### config.mk
export PLATFORM = sky130hd
export DESIGN_NAME = writeback_unit
export DESIGN_NICKNAME = d
export VERILOG_FILES = /design/src/rtl/core_pkg.sv /design/src/rtl/fwd_mux.sv /design/src/rtl/writeback_unit.sv
export SDC_FILE = /design/constraint.sdc
export NUM_CORES = 1
export LEC_CHECK = 0
export ABC_AREA = 1
export CAP_MARGIN = 10
export CORE_UTILIZATION = 44
export CTS_BUF_LIST = sky130_fd_sc_hd__clkbuf_8
export CTS_CLUSTER_SIZE = 20
export DETAILED_ROUTE_END_ITERATION = 10
export PLACE_DENSITY = 0.85
export SYNTH_ARGS = -nofsm -noshare
export SYNTH_HDL_FRONTEND = slang
export SYNTH_SLANG_ARGS = --single-unit
### constraint.sdc
create_clock -name clk -period 1.5 [get_ports clk]
set_input_delay 0.225 -clock clk [delete_from_list [all_inputs] [get_ports clk]]
set_output_delay 0.225 -clock clk [all_outputs]
set_load 0.02 [all_outputs]
### src/rtl/core_pkg.sv
// Shared constants and types for the 8-bit pipelined core.
// Covers datapath widths, the writeback entry record and the ALU op encodings.
package core_pkg;

  localparam int DATA_WIDTH     = 8;
  localparam int REG_ADDR_WIDTH = 3;
  localparam int CNT_WIDTH      = 16;
  localparam int NUM_REGS       = 1 << REG_ADDR_WIDTH;

  typedef enum logic [1:0] {
    ALU_ADD = 2'b00,
    ALU_SUB = 2'b01,
    ALU_AND = 2'b10,
    ALU_OR  = 2'b11
  } alu_op_t;

  typedef struct packed {
    logic                      valid;
    logic                      wen;
    logic [REG_ADDR_WIDTH-1:0] rd;
    logic [DATA_WIDTH-1:0]     data;
    logic                      zero;
  } wb_entry_t;

endpackage

### src/rtl/fwd_mux.sv
// Single-operand forward select.
// Priority: in-flight EX result, then the WB stage entry, then the register file.
module fwd_mux #(
  parameter int DATA_WIDTH = 8,
  parameter int ADDR_WIDTH = 3
) (
  input  logic [ADDR_WIDTH-1:0] rs,
  input  logic                  ex_fwd_en,
  input  logic [ADDR_WIDTH-1:0] ex_rd,
  input  logic [DATA_WIDTH-1:0] ex_result,
  input  logic                  wb_fwd_en,
  input  logic [ADDR_WIDTH-1:0] wb_rd,
  input  logic [DATA_WIDTH-1:0] wb_data,
  input  logic [DATA_WIDTH-1:0] rf_data,
  output logic [DATA_WIDTH-1:0] op
);

  always_comb begin
    // NOTE: default assignment first so every path drives op; no latch is inferred.
    op = rf_data;
    if (ex_fwd_en && ex_rd == rs)
      op = ex_result;
    else if (wb_fwd_en && wb_rd == rs)
      op = wb_data;
  end

endmodule

### src/rtl/writeback_unit.sv
// Single-stage writeback: registers EX results, drives the register file write port,
// keeps the zero flag and retired count, and forwards in-flight results to decode.
module writeback_unit #(
  parameter int DATA_WIDTH     = core_pkg::DATA_WIDTH,
  parameter int REG_ADDR_WIDTH = core_pkg::REG_ADDR_WIDTH,
  parameter int CNT_WIDTH      = core_pkg::CNT_WIDTH
) (
  input  logic                      clk,
  input  logic                      reset,
  input  logic                      ex_valid,
  input  logic                      ex_wen,
  input  logic [REG_ADDR_WIDTH-1:0] ex_rd,
  input  logic [DATA_WIDTH-1:0]     ex_result,
  input  logic                      ex_zero,
  input  logic                      stall,
  input  logic                      flush,
  input  logic [REG_ADDR_WIDTH-1:0] rs1,
  input  logic [REG_ADDR_WIDTH-1:0] rs2,
  input  logic [DATA_WIDTH-1:0]     rf_data1,
  input  logic [DATA_WIDTH-1:0]     rf_data2,
  output logic                      reg_write,
  output logic [REG_ADDR_WIDTH-1:0] write_reg,
  output logic [DATA_WIDTH-1:0]     write_data,
  output logic [DATA_WIDTH-1:0]     op_a,
  output logic [DATA_WIDTH-1:0]     op_b,
  output logic                      zero_flag,
  output logic [CNT_WIDTH-1:0]      retired_count
);

  import core_pkg::*;

  wb_entry_t wb;
  logic      commit;
  logic      ex_fwd_en;
  logic      wb_fwd_en;

  assign commit     = wb.valid & ~stall & ~flush;
  assign reg_write  = commit & wb.wen;
  assign write_reg  = wb.rd;
  assign write_data = wb.data;

  // A flushed EX instruction must not forward; a held WB entry still does.
  assign ex_fwd_en = ex_valid & ex_wen & ~flush;
  assign wb_fwd_en = wb.valid & wb.wen;

  always_ff @(posedge clk) begin
    // NOTE: non-blocking assignments for all state so every register samples pre-edge values.
    if (reset) begin
      wb            <= '0;
      zero_flag     <= 1'b0;
      retired_count <= '0;
    end else begin
      if (flush)
        wb.valid <= 1'b0;
      else if (!stall)
        wb <= '{valid: ex_valid, wen: ex_wen, rd: ex_rd, data: ex_result, zero: ex_zero};

      // Every committed instruction updates the flag, whether or not it writes a register.
      if (commit) begin
        zero_flag     <= wb.zero;
        retired_count <= retired_count + 1'b1;
      end
    end
  end

  fwd_mux #(.DATA_WIDTH(DATA_WIDTH), .ADDR_WIDTH(REG_ADDR_WIDTH)) u_fwd_a (
    .rs        (rs1),
    .ex_fwd_en (ex_fwd_en),
    .ex_rd     (ex_rd),
    .ex_result (ex_result),
    .wb_fwd_en (wb_fwd_en),
    .wb_rd     (wb.rd),
    .wb_data   (wb.data),
    .rf_data   (rf_data1),
    .op        (op_a)
  );

  fwd_mux #(.DATA_WIDTH(DATA_WIDTH), .ADDR_WIDTH(REG_ADDR_WIDTH)) u_fwd_b (
    .rs        (rs2),
    .ex_fwd_en (ex_fwd_en),
    .ex_rd     (ex_rd),
    .ex_result (ex_result),
    .wb_fwd_en (wb_fwd_en),
    .wb_rd     (wb.rd),
    .wb_data   (wb.data),
    .rf_data   (rf_data2),
    .op        (op_b)
  );

endmodule

==> summary.md, run 1 <==
| Metric | Value |
|---|---|
| Initial core utilization | `46.0%` |
| Pin count of the biggest net entering global routing | `25` |
| Most flop-heavy register | `retired_count` |
| Setup Skew | `between 0.008 and 0.009 ns` |
| Clk_lat worst skew | `~0.28 ns` |
| Setup violators final | `16` |
| Die Width | `69.7 um` |
| Least-Margin Pin Slew | `between 0.2 and 0.3 ns` |
| Routed wire per std cell | `approximately 14 um` |
| Syn Nets | `371` |
| Buffers on Ports | `between 80 and 90` |
| Synth cell count leaders | `nand2_1, inv_1, nor2_1` |
| Power density over the cells | `620 nW/um^2` |
| Synthesized area per cell | `about 6 sq um` |
| Setup_tns | `-4.54 ns` |
| Via/cell ratio | `about 5.2` |
| Worst endpoint required time | `1.27 ns` |
| Hold Path Class | `input pin to flip-flop` |
| Max Cap Viol | `0` |
| Root Driver | `clkbuf_8` |
| Routed wire length | `6810 um` |
| Setup slack, reg-to-reg | `about 0.12 ns` |
| Pins Over Slew Limit | `0` |
| Core Area | `roughly 4400 sq um` |
| Cell Area, Synth | `between 2000 and 2500 sq um` |
| Nets@finish | `487` |
| VDD IR max | `0.000495 V` |
| Share of layout cells above drive strength 1 | `approximately 28%` |
| Status | `finished, violations left` |
| Gpl congestion | `0.878` |
| Vias | `between 2000 and 3000` |
| R2R depth | `6` |
| Hold-critical path depth | `3` |
| Number of global-route vias before repair | `between 2000 and 2500` |
| Setup Crit Path Kind | `flip-flop to output port` |
| Worst reg2reg startpoint | `retired_count[0]` |
| RSZ-0062 raised after global routing | `yes` |
| 1st-iter DRT viols | `about 160` |
| Post-route cell area | `around 3400 sq um` |
| Synth cell types | `24` |
| First-pass GRT wire length | `10400 um` |
| Placement Cell Area | `a little over 3000 sq um` |
| CP Capture Type | `output port` |
| Top cells by area, synth | `dfxtp_1, nand2_1, nand3_1, inv_1, nor2_1` |
| Area leader, netlist | `dfxtp_1` |
| CTS tree | `yes` |
| Clock transition at the registers of the reported paths | `0.07 ns` |
| TritonCTS buffer count | `5` |
| Post-synth EDFFs | `0` |
| Max Clk Rate | `~0.55 GHz` |
| Worst hold start | `flush` |
| Synth top area share | `a little under a third` |
| Leakage power | `around 1.8 nW` |
| Max FFs per register | `16` |
| Final hold violations | `0` |
| Setup ws final | `-0.324 ns` |
| Critical Path AT | `1.60 ns` |
| HPWL after DPL | `approximately 4700 um` |
| Synthesized instance count | `330` |
| N_diodes | `0` |
| Crit-path max FO | `8` |
| DIE AREA | `roughly 5000 sq um` |
| Ports | `between 80 and 90` |
| Overflow after GRT | `0` |
| # fillers | `between 200 and 300` |
| Final period util | `122%` |
| Fin crit period | `approximately 1.8 ns` |
| Failing checks | `negative setup slack` |
| Die H | `around 70 um` |
| Dpl ws | `-0.796 ns` |
| H-tree depth | `2` |
| Capture point of the worst reg-to-reg path | `retired_count[4]` |
| Slew Limit Headroom | `about four fifths` |
| Initial antenna violation count | `0` |
| Hold_buf cts | `0` |
| Hold Crit Endpoint | `wb[13]` |
| Seq/Total Area, Yosys | `a little under a third` |
| Yosys Warn Count | `0` |
| Drt drc | `0` |
| Most common cell in the netlist | `nand2_1` |
| TritonCTS Sinks | `31` |
| Synth Register Bits | `31` |
| Primary FF master, synth | `dfxtp_1` |
| Antenna-violating nets left | `0` |
| Ys async rst share | `0%` |
| Clock Path Buffers | `2` |
| Gr usage total | `26.4%` |
| Crit start category | `flip-flop` |
| TritonRoute pass-1 iters | `4` |
| Placement row count | `24` |
| Synth-to-layout area growth | `69.9%` |
metrics by stage:
| step | power (mW) | hold WS, ns | cells | utilization [%] |
|---|---|---|---|---|
| global placement | 1.39 | 0.467 | 482 | 69.7 |
| floorplan | 1.12 | 0.297 | 330 | - |
| CTS | 2.09 | 0.436 | 493 | 73.0 |
| global route | 2.23 | 0.254 | 498 | 78.2 |
| finish | 2.12 | 0.260 | 498 | 78.2 |
| detailed placement | 1.40 | 0.475 | 482 | 69.7 |
critical path, cell delays in order (launching register included):
cell	delay [ns]
dfxtp_2	0.34
buf_6	0.12
xor2_2	0.16
nor2_2	0.15
buf_6	0.15
nand3_1	0.09
nand3_1	0.10
nand2_1	0.07
buf_6	0.13
routing by layer:
metal	GRT usage, %	routed length (um)	part of all wire (%)
met1	28.8	2610	38
met5	0	0	0
met3	5.67	510	7.5
met4	10.4	203	3.0
met2	49.2	3490	51
cell type report:
| cell class | count | area, sq um | area share [%] |
|---|---|---|---|
| clock inverters | 1 | 5.00 | 0.146 |
| well taps | 52 | 65.1 | 1.90 |
| flip-flops and latches | 31 | 627 | 18.3 |
| inverters | 52 | 198 | 5.77 |
| repair buffers | 124 | 1170 | 34.1 |
| multi-input cells | 232 | 1280 | 37.3 |
| clock buffers | 6 | 82.6 | 2.41 |
timing repair:
action | in CTS | in global routing
buffers inserted | 4 | 5
pin swaps | 16 | 27
gates cloned | 0 | 0
gates resized for setup | 140 | 53
setup endpoints to repair | 34 | 26
cells by family after synthesis:
| logic type | Yosys count | share of synthesized area, % |
|---|---|---|
| flops | 31 | 30.8 |
| compound gates | 37 | 9.49 |
| simple gates | 182 | 39.4 |
| fa+ha+maj | 1 | 0.620 |
| buf+inv | 67 | 14.5 |
| xor+xnor | 12 | 5.21 |
cell usage in the layout (no fill, tap or decap), drive strengths merged:
cell | synthesis | routed
a21oi | 17 | 17
buf | 11 | 57
clkbuf | 4 | 6
clkdlybuf4s50 | 0 | 36
clkinv | 1 | 2
dfxtp | 31 | 31
dlygate4sd2 | 0 | 25
dlymetal6s2s | 0 | 6
ha | 1 | 1
inv | 51 | 51
nand2 | 92 | 92
nand3 | 37 | 37
nand3b | 1 | 1
nand4 | 5 | 5
nor2 | 43 | 43
nor3 | 3 | 3
nor4 | 1 | 1
o21a | 1 | 1
o21ai | 19 | 19
xnor2 | 1 | 1
xor2 | 11 | 11
how the worst max path moves through the flow:
stage                       from       to  slack [ns]  depth (start not counted)
finish              write_reg[1]  op_b[6]       -0.32                          8
global route        write_reg[1]  op_b[3]       -0.42                          8
CTS                 write_reg[1]  op_a[6]       -0.29                          9
detailed placement        rs1[2]  op_a[6]       -0.80                         10
global placement        ex_rd[0]  op_b[3]       -0.71                          8
floorplan                 wb[13]  op_a[0]        0.03                          6
report_power, final:
part           leakage [nW]  internal [mW]  switching, mW  total (mW)
clock network        0.0470          0.360          0.310       0.670
logic                  1.46          0.288          0.298       0.585
registers             0.254          0.851         0.0182       0.869
total                  1.76           1.50          0.626        2.12
No activity file was read; power rests on OpenSTA's default activity.
==> run 2: changes to the inputs <==
--- a/config.mk
+++ b/config.mk
@@ -7,11 +7,14 @@
 export LEC_CHECK = 0
 export ABC_AREA = 1
 export CAP_MARGIN = 10
-export CORE_UTILIZATION = 44
+export CORE_UTILIZATION = 46
 export CTS_BUF_LIST = sky130_fd_sc_hd__clkbuf_8
 export CTS_CLUSTER_SIZE = 20
 export DETAILED_ROUTE_END_ITERATION = 10
 export PLACE_DENSITY = 0.85
+export SETUP_SLACK_MARGIN = 0.15
+export SLEW_MARGIN = 20
 export SYNTH_ARGS = -nofsm -noshare
 export SYNTH_HDL_FRONTEND = slang
+export SYNTH_HIERARCHICAL = 1
 export SYNTH_SLANG_ARGS = --single-unit
==> run 2 against run 1 <==
The run still ends with negative setup slack left. Clock skew down 0.0021 ns. Via count up 27%. Setup slack got worse by 0.021 ns. Largest power group unchanged. Combinational power rose by 35%. Clock power decreased by 6.7%. Hold slack improved by 0.094 ns. Sequential share of layout area is 2.8 points lower. Critical path type unchanged.
==> summary.md, run 2 <==
| Metric | Value |
|---|---|
| Clk network pwr share | `27.3% (was 31.5%)` |
| Setup Crit Path Kind | `flip-flop to output port (unchanged)` |
| Reg power frac | `38.4% (was 40.9%)` |
| Ys async rst share | `0% (unchanged)` |
| Die Width | `73.2 um (was 69.7 um)` |
| Synth cell types | `29 (was 24)` |
| H-tree depth | `2 (unchanged)` |
| TritonRoute pass-1 iters | `5 (was 4)` |
| Combinational power share | `34.4% (was 27.6%)` |
| Worst endpoint required time | `1.27 ns (about the same)` |
| Fin crit period | `1.84 ns (was 1.82 ns)` |
| Pins Over Slew Limit | `0 (unchanged)` |
| Max FFs per register | `16 (unchanged)` |
| Synth top area share | `26.6% (was 30.8%)` |
| Non-filler instance count after layout | `570 (was 498)` |
| Crit path largest cell delay | `0.38 ns (was 0.34 ns)` |
| Seq/Total Area, Yosys | `26.6% (was 30.8%)` |
| Clk_lat worst skew | `0.29 ns (was 0.28 ns)` |
| Status | `finished, violations left (unchanged)` |
| HPWL after DPL | `5150 um (was 4670 um)` |
| Dpl ws | `-0.853 ns (was -0.796 ns)` |
| Routed wire length | `10400 um (was 6810 um)` |
| Number of global-route vias before repair | `2916 (was 2432)` |
| Initial core utilization | `48.5% (was 46.0%)` |
| Failing checks | `negative setup slack (unchanged)` |
| Synth cell count leaders | `nand2_1, nor2_1, inv_1, nand3_1, dfxtp_1 (was nand2_1, inv_1, nor2_1)` |
| Placement row count | `25 (was 24)` |
| Leakage power | `1.99 nW (was 1.76 nW)` |
| Critical path cell sequence | `inv_1, nand2_2, nand2_4, nor2_8, buf_12, nand3_1, nand3_2, nand2_2, buf_6 (was buf_6, xor2_2, nor2_2, buf_6, nand3_1, nand3_1, nand2_1, buf_6)` |
| Least-Margin Pin Slew | `0.362 ns (was 0.279 ns)` |
| Buffers on Ports | `84 (unchanged)` |
| Max Cap Viol | `0 (unchanged)` |
| Yosys Warn Count | `6 (was 0)` |
| Core Area | `4820 sq um (was 4380 sq um)` |
| PnR Total Power | `2.29 mW (was 2.12 mW)` |
| Gpl congestion | `0.877 (was 0.878)` |
| Cell Area, Synth | `2330 sq um (was 2020 sq um)` |
| Ports | `85 (unchanged)` |
| Cells after DPL | `549 (was 482)` |
| TritonCTS Sinks | `31 (unchanged)` |
| Hold Path Class | `input pin to flip-flop (unchanged)` |
| Switching share of power | `34.6% (was 29.5%)` |
| Hold_buf cts | `0 (unchanged)` |
| N_diodes | `0 (unchanged)` |
| Antenna-violating nets left | `0 (unchanged)` |
| Primary FF master, synth | `dfxtp_1 (unchanged)` |
| Worst reg2reg startpoint | `wb[13] (was retired_count[0])` |
| Synthesized area per cell | `6.08 sq um (was 6.11 sq um)` |
| Die H | `73.2 um (was 69.7 um)` |
| Initial antenna violation count | `0 (unchanged)` |
| TritonCTS buffer count | `5 (unchanged)` |
| Setup Skew | `0.00650 ns (was 0.00861 ns)` |
| VDD IR max | `0.000647 V (was 0.000495 V)` |
| Max Clk Rate | `0.542 GHz (was 0.548 GHz)` |
| Final period util | `123% (was 122%)` |
| RSZ-0062 raised after global routing | `yes (unchanged)` |
| Pin count of the biggest net entering global routing | `19 (was 25)` |
| Via/cell ratio | `5.72 (was 5.17)` |
| Slew Limit Headroom | `75.8% (was 81.3%)` |
| Capture point of the worst reg-to-reg path | `retired_count[8] (was retired_count[4])` |
| CP Capture Type | `output port (unchanged)` |
| Power density over the cells | `555 nW/um^2 (was 620 nW/um^2)` |
| Critical path's most frequent cell | `nand2_2 (was buf_6)` |
| Nets@finish | `543 (was 487)` |
| First-pass GRT wire length | `13600 um (was 10400 um)` |
| Root Driver | `clkbuf_8 (unchanged)` |
| 1st-iter DRT viols | `371 (was 158)` |
| Critical Path AT | `1.62 ns (was 1.60 ns)` |
| Area leader, netlist | `dfxtp_1 (unchanged)` |
| Vias | `3262 (was 2577)` |
| CTS tree | `yes (unchanged)` |
| Top cells by area, synth | `dfxtp_1, nand3_1, nand2_1, nor2_1, inv_1 (was dfxtp_1, nand2_1, nand3_1, inv_1, nor2_1)` |
| Commonest non-fill, non-tap cells in the layout | `nor2_1, inv_1, nand2_2 (was nand2_1, inv_1, clkdlybuf4s50_1)` |
| Most flop-heavy register | `retired_count (unchanged)` |
| Final hold violations | `0 (unchanged)` |
| Setup ws final | `-0.345 ns (was -0.324 ns)` |
| Setup violators final | `16 (unchanged)` |
| Most common cell in the netlist | `nand2_1 (unchanged)` |
| R2R depth | `9 (was 6)` |
| Pint | `1.50 mW (about the same)` |
| Share of layout cells above drive strength 1 | `41.9% (was 27.6%)` |
| Overflow after GRT | `0 (unchanged)` |
| Syn Nets | `425 (was 371)` |
| Commonest non-fill, non-tap cell in the layout | `nor2_1 (was nand2_1)` |
| Crit start category | `flip-flop (unchanged)` |
| Synth-to-layout area growth | `76.7% (was 69.9%)` |
| Clock Path Buffers | `2 (unchanged)` |
| Critical Path Slowest Stage Cell | `dfxtp_4 (was dfxtp_2)` |
| Worst hold start | `ex_wen (was flush)` |
| Post-synth EDFFs | `0 (unchanged)` |
| Crit-path max FO | `5 (was 8)` |
| Gr usage total | `33.3% (was 26.4%)` |
| Synthesized instance count | `384 (was 330)` |
| Setup slack, reg-to-reg | `0.13 ns (was 0.12 ns)` |
| Synth Register Bits | `31 (unchanged)` |
| DIE AREA | `5360 sq um (was 4860 sq um)` |
| Routed wire per std cell | `18.2 um (was 13.7 um)` |
| Hold Crit Endpoint | `wb[12] (was wb[13])` |
| Switching power | `0.793 mW (was 0.626 mW)` |
| Drt drc | `0 (unchanged)` |
| Clock transition at the registers of the reported paths | `0.07 ns (about the same)` |
| Hold-critical path depth | `3 (unchanged)` |
## run 2: changes by cell type after synthesis, sizes merged, moves of 2 or more
cell    before  now
and2         0    2
xor2        11    1
nor3         3    1
o21ai       19   21
nand4        5    2
inv         51   64
nor2        43   78
buf         11   16
nand3       37   62
a21oi       17    6
clkbuf       4    2
## run 2: layer usage
layer / vias up / routed length, um / share of wire [%] / global-route usage (%)
li1: 1427 / - / - / -
met1: 1472 / 3570 / 34 / 35.8
met2: 269 / 5130 / 49 / 61.1
met3: 94 / 961 / 9.2 / 5.94
met4: 0 / 744 / 7.2 / 18.5
met5: - / 0 / 0 / 0
## run 2: worst max-delay path by stage
stage	start	to	slack, ns	cells past startpoint
2_1_floorplan	retired_count[1]	retired_count[8]	0.15	6
3_3_place_gp	ex_valid	op_b[5]	-0.79	9
3_5_place_dp	ex_rd[2]	op_b[5]	-0.85	6
4_1_cts	write_reg[2]	op_a[4]	-0.28	9
5_1_grt	ex_rd[0]	op_b[0]	-0.52	9
6_report	write_reg[1]	op_a[5]	-0.34	9
## run 2: worst max-delay path: cells and delay by family, from the launching register on
kind	cells	cell delay, ns
AND/OR/NAND/NOR	6	0.61
flip-flops	1	0.38
buffers and inverters	3	0.33
## run 2: timing repair
item	4_1_cts	5_1_grt
setup endpoints to repair	54	30
resized for setup	229	63
setup buffers	2	7
gates cloned	3	1
pin swaps	43	33
## run 2: cells by family after synthesis
group / Yosys count / share of synthesized area, %
AOI/OAI and AO/OA: 28 / 6.11
xor gates and xnor gates: 3 / 1.13
adders and majority gates: 1 / 0.536
buffers and inverters: 82 / 15.7
DFF: 31 / 26.6
and+or+nand+nor: 239 / 49.9
## run 2: final cells by class
| cell class | count | area (sq um) |
|---|---|---|
| inverter | 64 | 245 |
| tap | 67 | 83.8 |
| clock buffer | 5 | 68.8 |
| clock inverter | 3 | 12.5 |
| timing repair buffer | 126 | 1170 |
| sequential | 31 | 639 |
| multi-input combinational | 274 | 1900 |
| fill | 267 | 692 |
## run 2: power by group through the flow
stage                     sequential, mW  combinational, mW  clock (mW)
final                              0.879              0.787       0.625
after global routing               0.881              0.828       0.667
after CTS                          0.875              0.689       0.633
after detailed placement           0.892              0.605           0
after global placement             0.890              0.595           0
after floorplan                    0.889              0.317           0
## run 2: metrics by stage
step                area, sq um  hold slack [ns]  TNS, ns  util, %
floorplan                  2380            0.290        0        -
global placement           3430            0.470   -14.98     71.1
detailed placement         3430            0.499   -16.07     71.1
CTS                        3850            0.321    -3.85     79.8
global route               4130            0.354    -7.32     85.6
finish                     4130            0.354    -5.10     85.6
